$ cat src/rtl/icu_wide.sv
// Lane-parallel MC14500B-style control unit: valid/ready instruction port,
// backpressured store port and an enable-mask context stack for JMP/RTN.
module icu_wide #(
    parameter int WIDTH       = 8,
    parameter int STACK_DEPTH = 4,
    localparam int DW         = $clog2(STACK_DEPTH + 1)
) (
    input  logic             clk,
    input  logic             rst,
    input  logic             in_valid,
    output logic             in_ready,
    input  logic [3:0]       instr,
    input  logic [WIDTH-1:0] data_in,
    output logic             wr_valid,
    input  logic             wr_ready,
    output logic [WIDTH-1:0] wr_data,
    output logic [WIDTH-1:0] wr_mask,
    output logic [WIDTH-1:0] rr_out,
    output logic             jmp_o,
    output logic             rtn_o,
    output logic             flag_o,
    output logic             flag_f,
    output logic             skip_o,
    output logic [DW-1:0]    depth_o,
    output logic             ovf_o,
    output logic             unf_o
);

    localparam logic [3:0] OP_NOPO = 4'h0;
    localparam logic [3:0] OP_LD   = 4'h1;
    localparam logic [3:0] OP_LDC  = 4'h2;
    localparam logic [3:0] OP_AND  = 4'h3;
    localparam logic [3:0] OP_ANDC = 4'h4;
    localparam logic [3:0] OP_OR   = 4'h5;
    localparam logic [3:0] OP_ORC  = 4'h6;
    localparam logic [3:0] OP_XNOR = 4'h7;
    localparam logic [3:0] OP_STO  = 4'h8;
    localparam logic [3:0] OP_STOC = 4'h9;
    localparam logic [3:0] OP_IEN  = 4'hA;
    localparam logic [3:0] OP_OEN  = 4'hB;
    localparam logic [3:0] OP_JMP  = 4'hC;
    localparam logic [3:0] OP_RTN  = 4'hD;
    localparam logic [3:0] OP_SKZ  = 4'hE;
    localparam logic [3:0] OP_NOPF = 4'hF;

    logic [WIDTH-1:0] rr_q, rr_d;
    logic [WIDTH-1:0] ien_q, ien_d;
    logic [WIDTH-1:0] oen_q, oen_d;
    logic [WIDTH-1:0] wr_data_q, wr_data_d;
    logic [WIDTH-1:0] wr_mask_q, wr_mask_d;
    logic             wr_valid_q, wr_valid_d;
    logic             skip_q, skip_d;
    logic             jmp_q, jmp_d;
    logic             rtn_q, rtn_d;
    logic             flag_o_q, flag_o_d;
    logic             flag_f_q, flag_f_d;
    logic             skip_p_q, skip_p_d;
    logic             ovf_q, ovf_d;
    logic             unf_q, unf_d;
    logic [DW-1:0]    depth_q, depth_d;
    logic [STACK_DEPTH-1:0][2*WIDTH-1:0] stack_q, stack_d;

    logic                 accept;
    logic [WIDTH-1:0]     dm;
    logic [2*WIDTH-1:0]   top_ctx;

    assign in_ready = !wr_valid_q || wr_ready;
    assign accept   = in_valid && in_ready;
    assign dm       = data_in & ien_q;

    // Entry that the next RTN would restore (slot depth-1).
    always_comb begin
        top_ctx = '0;
        for (int i = 0; i < STACK_DEPTH; i++) begin
            if (DW'(i + 1) == depth_q) top_ctx = stack_q[i];
        end
    end

    always_comb begin
        rr_d       = rr_q;
        ien_d      = ien_q;
        oen_d      = oen_q;
        wr_data_d  = wr_data_q;
        wr_mask_d  = wr_mask_q;
        wr_valid_d = wr_valid_q;
        skip_d     = skip_q;
        depth_d    = depth_q;
        stack_d    = stack_q;
        ovf_d      = ovf_q;
        unf_d      = unf_q;
        jmp_d      = 1'b0;
        rtn_d      = 1'b0;
        flag_o_d   = 1'b0;
        flag_f_d   = 1'b0;
        skip_p_d   = 1'b0;

        // A pending store retires on wr_ready even if a new STO refills it below.
        if (wr_valid_q && wr_ready) wr_valid_d = 1'b0;

        if (accept) begin
            if (skip_q) begin
                skip_d   = 1'b0;
                skip_p_d = 1'b1;
            end else begin
                case (instr)
                    OP_NOPO: flag_o_d = 1'b1;
                    OP_LD:   rr_d = dm;
                    OP_LDC:  rr_d = ~dm;
                    OP_AND:  rr_d = rr_q & dm;
                    OP_ANDC: rr_d = rr_q & ~dm;
                    OP_OR:   rr_d = rr_q | dm;
                    OP_ORC:  rr_d = rr_q | ~dm;
                    OP_XNOR: rr_d = rr_q ~^ dm;
                    OP_STO, OP_STOC: begin
                        if (oen_q != '0) begin
                            wr_valid_d = 1'b1;
                            wr_data_d  = (instr == OP_STOC) ? ~rr_q : rr_q;
                            wr_mask_d  = oen_q;
                        end
                    end
                    OP_IEN:  ien_d = data_in;
                    OP_OEN:  oen_d = dm;
                    OP_JMP: begin
                        jmp_d = 1'b1;
                        if (depth_q < DW'(STACK_DEPTH)) begin
                            for (int i = 0; i < STACK_DEPTH; i++) begin
                                if (DW'(i) == depth_q) stack_d[i] = {ien_q, oen_q};
                            end
                            depth_d = depth_q + 1'b1;
                        end else begin
                            ovf_d = 1'b1;
                        end
                    end
                    OP_RTN: begin
                        rtn_d  = 1'b1;
                        skip_d = 1'b1;
                        if (depth_q != '0) begin
                            ien_d   = top_ctx[2*WIDTH-1:WIDTH];
                            oen_d   = top_ctx[WIDTH-1:0];
                            depth_d = depth_q - 1'b1;
                        end else begin
                            unf_d = 1'b1;
                        end
                    end
                    OP_SKZ:  if (rr_q == '0) skip_d = 1'b1;
                    OP_NOPF: flag_f_d = 1'b1;
                endcase
            end
        end
    end

    always_ff @(posedge clk or posedge rst) begin
        if (rst) begin
            rr_q       <= '0;
            ien_q      <= '0;
            oen_q      <= '0;
            wr_data_q  <= '0;
            wr_mask_q  <= '0;
            wr_valid_q <= 1'b0;
            skip_q     <= 1'b0;
            depth_q    <= '0;
            stack_q    <= '0;
            ovf_q      <= 1'b0;
            unf_q      <= 1'b0;
            jmp_q      <= 1'b0;
            rtn_q      <= 1'b0;
            flag_o_q   <= 1'b0;
            flag_f_q   <= 1'b0;
            skip_p_q   <= 1'b0;
        end else begin
            rr_q       <= rr_d;
            ien_q      <= ien_d;
            oen_q      <= oen_d;
            wr_data_q  <= wr_data_d;
            wr_mask_q  <= wr_mask_d;
            wr_valid_q <= wr_valid_d;
            skip_q     <= skip_d;
            depth_q    <= depth_d;
            stack_q    <= stack_d;
            ovf_q      <= ovf_d;
            unf_q      <= unf_d;
            jmp_q      <= jmp_d;
            rtn_q      <= rtn_d;
            flag_o_q   <= flag_o_d;
            flag_f_q   <= flag_f_d;
            skip_p_q   <= skip_p_d;
        end
    end

    assign wr_valid = wr_valid_q;
    assign wr_data  = wr_data_q;
    assign wr_mask  = wr_mask_q;
    assign rr_out   = rr_q;
    assign jmp_o    = jmp_q;
    assign rtn_o    = rtn_q;
    assign flag_o   = flag_o_q;
    assign flag_f   = flag_f_q;
    assign skip_o   = skip_p_q;
    assign depth_o  = depth_q;
    assign ovf_o    = ovf_q;
    assign unf_o    = unf_q;

endmodule

$ cat config.mk
export PLATFORM = sky130hd
export DESIGN_NAME = icu_wide
export DESIGN_NICKNAME = d
export VERILOG_FILES = /design/src/rtl/icu_wide.sv
export SDC_FILE = /design/constraint.sdc
export NUM_CORES = 1
export LEC_CHECK = 0
export CAP_MARGIN = 20
export CORE_MARGIN = 3
export CORE_UTILIZATION = 45
export CTS_CLUSTER_DIAMETER = 150
export DETAILED_ROUTE_END_ITERATION = 16
export GPL_ROUTABILITY_DRIVEN = 0
export PLACE_DENSITY = 0.63
export RECOVER_POWER = 50
export SLEW_MARGIN = 10
export SYNTH_ARGS = -nofsm -noshare
export SYNTH_HDL_FRONTEND = slang
export SYNTH_SLANG_ARGS = --single-unit
$ cat constraint.sdc
create_clock -name clk -period 6.4 [get_ports clk]
set_clock_uncertainty 0.05 [all_clocks]
set_input_delay 1.28 -clock clk [delete_from_list [all_inputs] [get_ports clk]]
set_output_delay 1.28 -clock clk [all_outputs]
set_load 0.1 [all_outputs]
==> results.yml, run 1 <==
sta:
  grt_setup_unrepaired: "no"
  setup_viol: 0
  totalNegativeSetupSlack_ps: 0
  final.min_clock_period_ps: 4575
  tightest_slew_ps: 2804
  min_period_over_period_pct: 71.49
  fin_ws_ps: 1825
  slew-limit-headroom_pct: -87.96
  finalHoldViolations: 0
  max_freq_mhz: 218.6
  final_max_slew_viols: 63
worst_setup_path:
  setup.worst_path.end_class: "register"
  start_kind: "primary input"
  sequence_of_cells_on_the_critical_path: "dlygate4sd3_1 > or2_0 > nor4b_1 > nand3_2 > mux2_2"
  worst_ep_arrival_time_ps: 4810
  crit_path_top_delay_cell: "sky130_fd_sc_hd__nor4b_1"
  cp_buf_inv_count: 1
  critPathKind: "primary input to register"
  cp_data_required_time_ps: 6640
  max_stage_delay_ps: 1010
  crit_fanout: 30
  critical-path-top-delay-family: "simple AND/OR/NAND/NOR gates"
synth:
  post_synth_num_cell_types: 49
  synth_seq_area_share_pct: 51.59
  postSynthRegisterBits: 116
  ys_warn_count: 0
  post_synth_net_total: 510
  netlist_area_sq_um: 5627
  syn_area_per_cell_sq_um: 11.55
  syn-instance-count: 487
cts:
  cts_tree: "yes"
  hold_buffers: 0
  worst_skew_pair_latency_ps: 410
  h_tree_depth: 4
  cts_setup_buffers: 0
  number_of_buffers_created_by_cts: 17
  clock_sink_count: 116
  cts.root.buffer_cell: "sky130_fd_sc_hd__clkbuf_16"
  clock_tree.buffer_depth: 2
  clkTransAtPathRegs_ps: 50
  cts_repair_resize_count: 0
final_layout:
  drive_above_1_share_pct: 23.35
  final_core_utilization_pct: 56.85
  diodes: 0
  layout.cells.most_common: "sky130_fd_sc_hd__dfrtp_1"
  post-route-cell-area_sq_um: 6885
  area_growth_pct: 22.37
  fillerInstances: 1029
  final_cell_mix: "116 x sky130_fd_sc_hd__dfrtp_1, 81 x sky130_fd_sc_hd__mux2_2, 49 x sky130_fd_sc_hd__nand2_1, 38 x sky130_fd_sc_hd__clkdlybuf4s50_1, 28 x sky130_fd_sc_hd__o21ai_0"
  finalNetCount: 554
die:
  coreArea_sq_um: 12110
  die_w_microns: 117.8
  placement_rows: 40
  dieArea_sq_um: 13880
  ios: 52
  dieHeight_microns: 117.8
  starting_density_of_the_core_pct: 46.46
power_and_ir_drop:
  leakage_nw: 3.030
  pwr_density_cell_nw_per_um2: 504.5
  irDropWorstVdd_uv: 234.1
  finalPower_mw: 3.474
grt:
  grt_max_degree: 63
  first_global_vias: 4318
  grt_first_pass_wirelength_microns: 23240
  antenna_found_initial: 0
  total_global_route_track_usage_pct: 21.26
  grt_overflow_total: 0
detailed_routing:
  first_drt_iteration_drcs: 347
  post-route-drc-count: 0
  drtPass1Iterations: 5
  drt-total-wl_microns: 14140
  post_drt_via_cell_ratio: 5.942
  drt.antenna.violating_nets: 0
  route.detailed.wl_per_inst_microns: 19.86
  route.vias.total: 4231
placed_design:
  dpl_cell_area_sq_um: 6257
  place.detailed.hpwl_microns: 8784
  dp_slack_ps: 1927
  numPortBuffers: 51
hold_path:
  timing.hold.worst.class: "register to register"
outcome:
  outcome: "complete, but fails checks"
  violations: "max-capacitance violations, max-slew violations"
job:
  drv_cap: 1
## report_power, final
part           total [mW]  switching, mW  internal, mW
registers            1.16          0.196         0.962
logic                1.31          0.911         0.399
clock network        1.01          0.334         0.672
## worst register-to-register path, cell delays in order, from the launching register on
cell,delay [ps]
sky130_fd_sc_hd__dfrtp_1,370
sky130_fd_sc_hd__nand2b_1,190
sky130_fd_sc_hd__and4b_1,220
sky130_fd_sc_hd__clkbuf_1,810
sky130_fd_sc_hd__nand2_1,880
sky130_fd_sc_hd__mux2_2,520
## logic make-up (layout without fill, tap and decap cells)
family	Yosys count	count (layout)	share of synthesized area, %
AO/OA/AOI/OAI	122	122	15.19
XOR/XNOR	10	10	1.557
adder cells (fa/ha/maj)	7	7	1.557
buffers and inverters	41	98	3.069
flip-flops	116	116	51.59
multiplexers	82	82	16.39
AND/OR/NAND/NOR	109	109	10.65
## cell usage after synthesis, drive strengths merged
cell type  instances  area (sq um)
a21oi             27         135.1
xor2               7         61.31
nor3               1         5.000
mux2              81         912.1
and3b              2         17.52
a211oi             3         22.52
nor2b              4         25.02
buf               10         56.30
nor2               7         26.28
and4b              2         20.02
inv                7         26.28
nor4b              4         56.30
nor3b              2         20.02
nand2b             6         37.54
o2111ai           14         122.6
o22a              17         148.9
o32a               2         20.02
xnor2              3         26.28
and3               4         25.02
dfrtp            116          2903
nand2             51         196.4
mux2i              1         10.01
nand3b             6         45.04
a31oi              1         6.260
o32ai              1         16.27
nor4               4         25.02
o2bb2ai            1         8.760
o31ai              5         37.54
a311oi             2         17.52
nand3             12         70.07
o21ai             29         145.1
a2bb2oi            1         8.760
a21o               2         15.01
a221oi            16         140.1
ha                 7         87.58
a41o               1         10.01
nand4b             1         8.760
and2               2         12.52
or2                1         8.760
clkbuf            24         90.09
## layout make-up
type	instances	area [sq um]	area share, %
Clock buffer	20	456.7	6.633
Tap cell	168	210.2	3.053
Multi-Input combinational cell	330	2542	36.93
Timing Repair Buffer	59	568.0	8.250
Inverter	7	27.53	0.3998
Clock inverter	12	177.7	2.580
Sequential cell	116	2903	42.16
## registers in the layout, summed over array words and instances (netlist names), 3 cells and up
name / flops
stack_q: 64
ien_q: 8
oen_q: 8
rr_out: 8
wr_data: 8
wr_mask: 8
depth_o: 3
## path summary, 6_finish.rpt
path                       startpoint          end  slack (ps)  depth (start not counted)
min                             ovf_o        ovf_o         410                          1
min reg2reg                     ovf_o        ovf_o         410                          1
max in group asynchronous         rst  stack_q[24]        1950                          3
min in group asynchronous         rst   wr_data[1]        2060                          2
max reg2reg                  wr_valid   wr_mask[3]        3240                          5
max                          instr[1]  stack_q[39]        1820                          5
## per-stage QoR
stage / hold slack, ps / instances
after floorplan: 423.9 / 487
after global placement: 397.0 / 678
after detailed placement: 395.4 / 678
after CTS: 410.9 / 710
after global routing: 424.8 / 712
final: 413.9 / 712
## routing by layer
layer	GRT usage [%]	vias to the layer above	routed length [microns]
li1	-	1914	-
met3	4.950	40	767
met4	12.01	0	487
met2	32.88	164	6683
met5	0	-	0
met1	27.55	2113	6201
Note: power is estimated with default switching activity, not from simulation.
==> inputs of run 2 (changes only) <==
- clock period: 6.4 -> 4.69 ns (I/O delays scaled with it)
==> results.yml, run 2 (synthesized netlist as in run 1, its figures left out) <==
cts:
  hold_buffers: 0
  clock_sink_count: 116
  cts.root.buffer_cell: "sky130_fd_sc_hd__clkbuf_16"
  number_of_buffers_created_by_cts: 17
  cts_tree: "yes"
  clkTransAtPathRegs_ps: 50
  cts_setup_buffers: 0
  cts_repair_resize_count: 0
  worst_skew_pair_latency_ps: 410
  clock_tree.buffer_depth: 2
  h_tree_depth: 4
outcome:
  outcome: "complete, but fails checks"
  violations: "max-capacitance violations, max-slew violations"
power_and_ir_drop:
  pwr_density_cell_nw_per_um2: 679.6
  leakage_nw: 3.033
  finalPower_mw: 4.679
  irDropWorstVdd_uv: 401.5
final_layout:
  final_core_utilization_pct: 56.84
  largest_register_ffs: 64
  finalNetCount: 557
  layout.cells.most_common: "sky130_fd_sc_hd__dfrtp_1"
  final_cell_mix: "116 x sky130_fd_sc_hd__dfrtp_1, 81 x sky130_fd_sc_hd__mux2_2, 49 x sky130_fd_sc_hd__nand2_1, 45 x sky130_fd_sc_hd__clkdlybuf4s50_1, 28 x sky130_fd_sc_hd__o21ai_0"
  area_growth_pct: 22.35
  drive_above_1_share_pct: 24.13
  post-route-cell-area_sq_um: 6884
  diodes: 0
  top_register: "stack_q"
sta:
  tightest_slew_ps: 2381
  slew-limit-headroom_pct: -59.61
  grt_setup_unrepaired: "no"
  setup_viol: 0
  totalNegativeSetupSlack_ps: 0
  max_freq_mhz: 301.4
  finalHoldViolations: 0
  final_max_slew_viols: 56
  fin_ws_ps: 1372
  final.min_clock_period_ps: 3318
  min_period_over_period_pct: 70.74
die:
  coreArea_sq_um: 12110
  dieHeight_microns: 117.8
  die_w_microns: 117.8
  dieArea_sq_um: 13880
  starting_density_of_the_core_pct: 46.46
  ios: 52
  placement_rows: 40
detailed_routing:
  post-route-drc-count: 0
  route.vias.total: 4186
  drt.antenna.violating_nets: 0
  first_drt_iteration_drcs: 363
  drtPass1Iterations: 5
  drt-total-wl_microns: 14030
  route.detailed.wl_per_inst_microns: 19.62
  post_drt_via_cell_ratio: 5.855
hold_path:
  worst_hold_startpoint: "ovf_o"
  timing.hold.worst.class: "register to register"
placed_design:
  dp_slack_ps: 1089
  place.detailed.hpwl_microns: 9025
  dpl_cell_area_sq_um: 6285
  numPortBuffers: 51
worst_setup_path:
  worst_setup_path_startpoint: "rst"
  critPathKind: "primary input to asynchronous set/reset pin"
  start_kind: "primary input"
  sequence_of_cells_on_the_critical_path: "dlygate4sd3_1 > clkinvlp_2 > clkbuf_2"
  cp_buf_inv_count: 3
  r2r-start: "depth_o[2]"
  crit_path_top_delay_cell: "sky130_fd_sc_hd__clkinvlp_2"
  cp_data_required_time_ps: 5080
  crit_fanout: 55
  worst_ep_arrival_time_ps: 3710
  max_stage_delay_ps: 1360
  critical-path-top-delay-family: "buffers and inverters"
  setup.worst_path.end_class: "asynchronous set/reset pin"
grt:
  antenna_found_initial: 0
  grt_overflow_total: 0
  grt_max_degree: 56
  total_global_route_track_usage_pct: 21.13
  first_global_vias: 4171
  grt_first_pass_wirelength_microns: 22980
job:
  drv_cap: 1
run 2: cell types whose count changed in the layout (fill, tap and decap cells not counted), sizes merged:
| cell | delta |
|---|---|
| bufinv | -2 |
| clkdlybuf4s50 | +7 |
| clkinvlp | -2 |
| inv | -1 |
| clkbuf | +4 |
| clkinv | +2 |
| dlygate4sd3 | -8 |
| buf | +3 |
run 2: final cells by class:
type	instances	area, sq um
clock buffers	23	498.0
clock inverters	9	100.1
fillers	1037	5228
inverters	7	27.53
multi-input cells	330	2560
flip-flops and latches	116	2903
well taps	168	210.2
repair buffers	62	585.6
run 2: report_power, final:
part	total, mW	internal (mW)	switching [mW]
registers	1.59	1.31	0.277
logic	1.79	0.552	1.24
clock network	1.29	0.846	0.448
run 2: stage by stage:
| stage | hold WS, ps | std cells |
|---|---|---|
| after CTS | 407.7 | 714 |
| after detailed placement | 396.0 | 682 |
| after floorplan | 423.9 | 487 |
| after global placement | 393.4 | 681 |
| final | 400.0 | 715 |
| after global routing | 418.3 | 715 |
run 2: worst paths after layout:
| kind | endpoint | cells after the start | slack, ps |
|---|---|---|---|
| max reg2reg | oen_q[2] | 7 | 1880 |
| min | ovf_o | 1 | 400 |
| max | ien_q[1] | 3 | 1370 |
| min reg2reg | ovf_o | 1 | 400 |
| min in group asynchronous | wr_data[1] | 2 | 1580 |
| max in group clk | stack_q[41] | 5 | 1450 |
run 2: worst register-to-register path: stages (launching register included):
cell and delay, ps:
sky130_fd_sc_hd__dfrtp_1 520, sky130_fd_sc_hd__inv_1 240, sky130_fd_sc_hd__ha_1 760, sky130_fd_sc_hd__nor3b_2 200
sky130_fd_sc_hd__buf_4 250, sky130_fd_sc_hd__a221oi_1 360, sky130_fd_sc_hd__a21oi_1 130, sky130_fd_sc_hd__o22a_1 190
run 2: routing by layer:
metal | share of wire, % | vias to the layer above | global-route usage (%)
met2 | 48 | 118 | 32.77
met3 | 4.1 | 23 | 4.037
met4 | 2.2 | 0 | 8.791
met5 | 0 | - | 0
li1 | - | 1903 | -
met1 | 46 | 2142 | 29.26
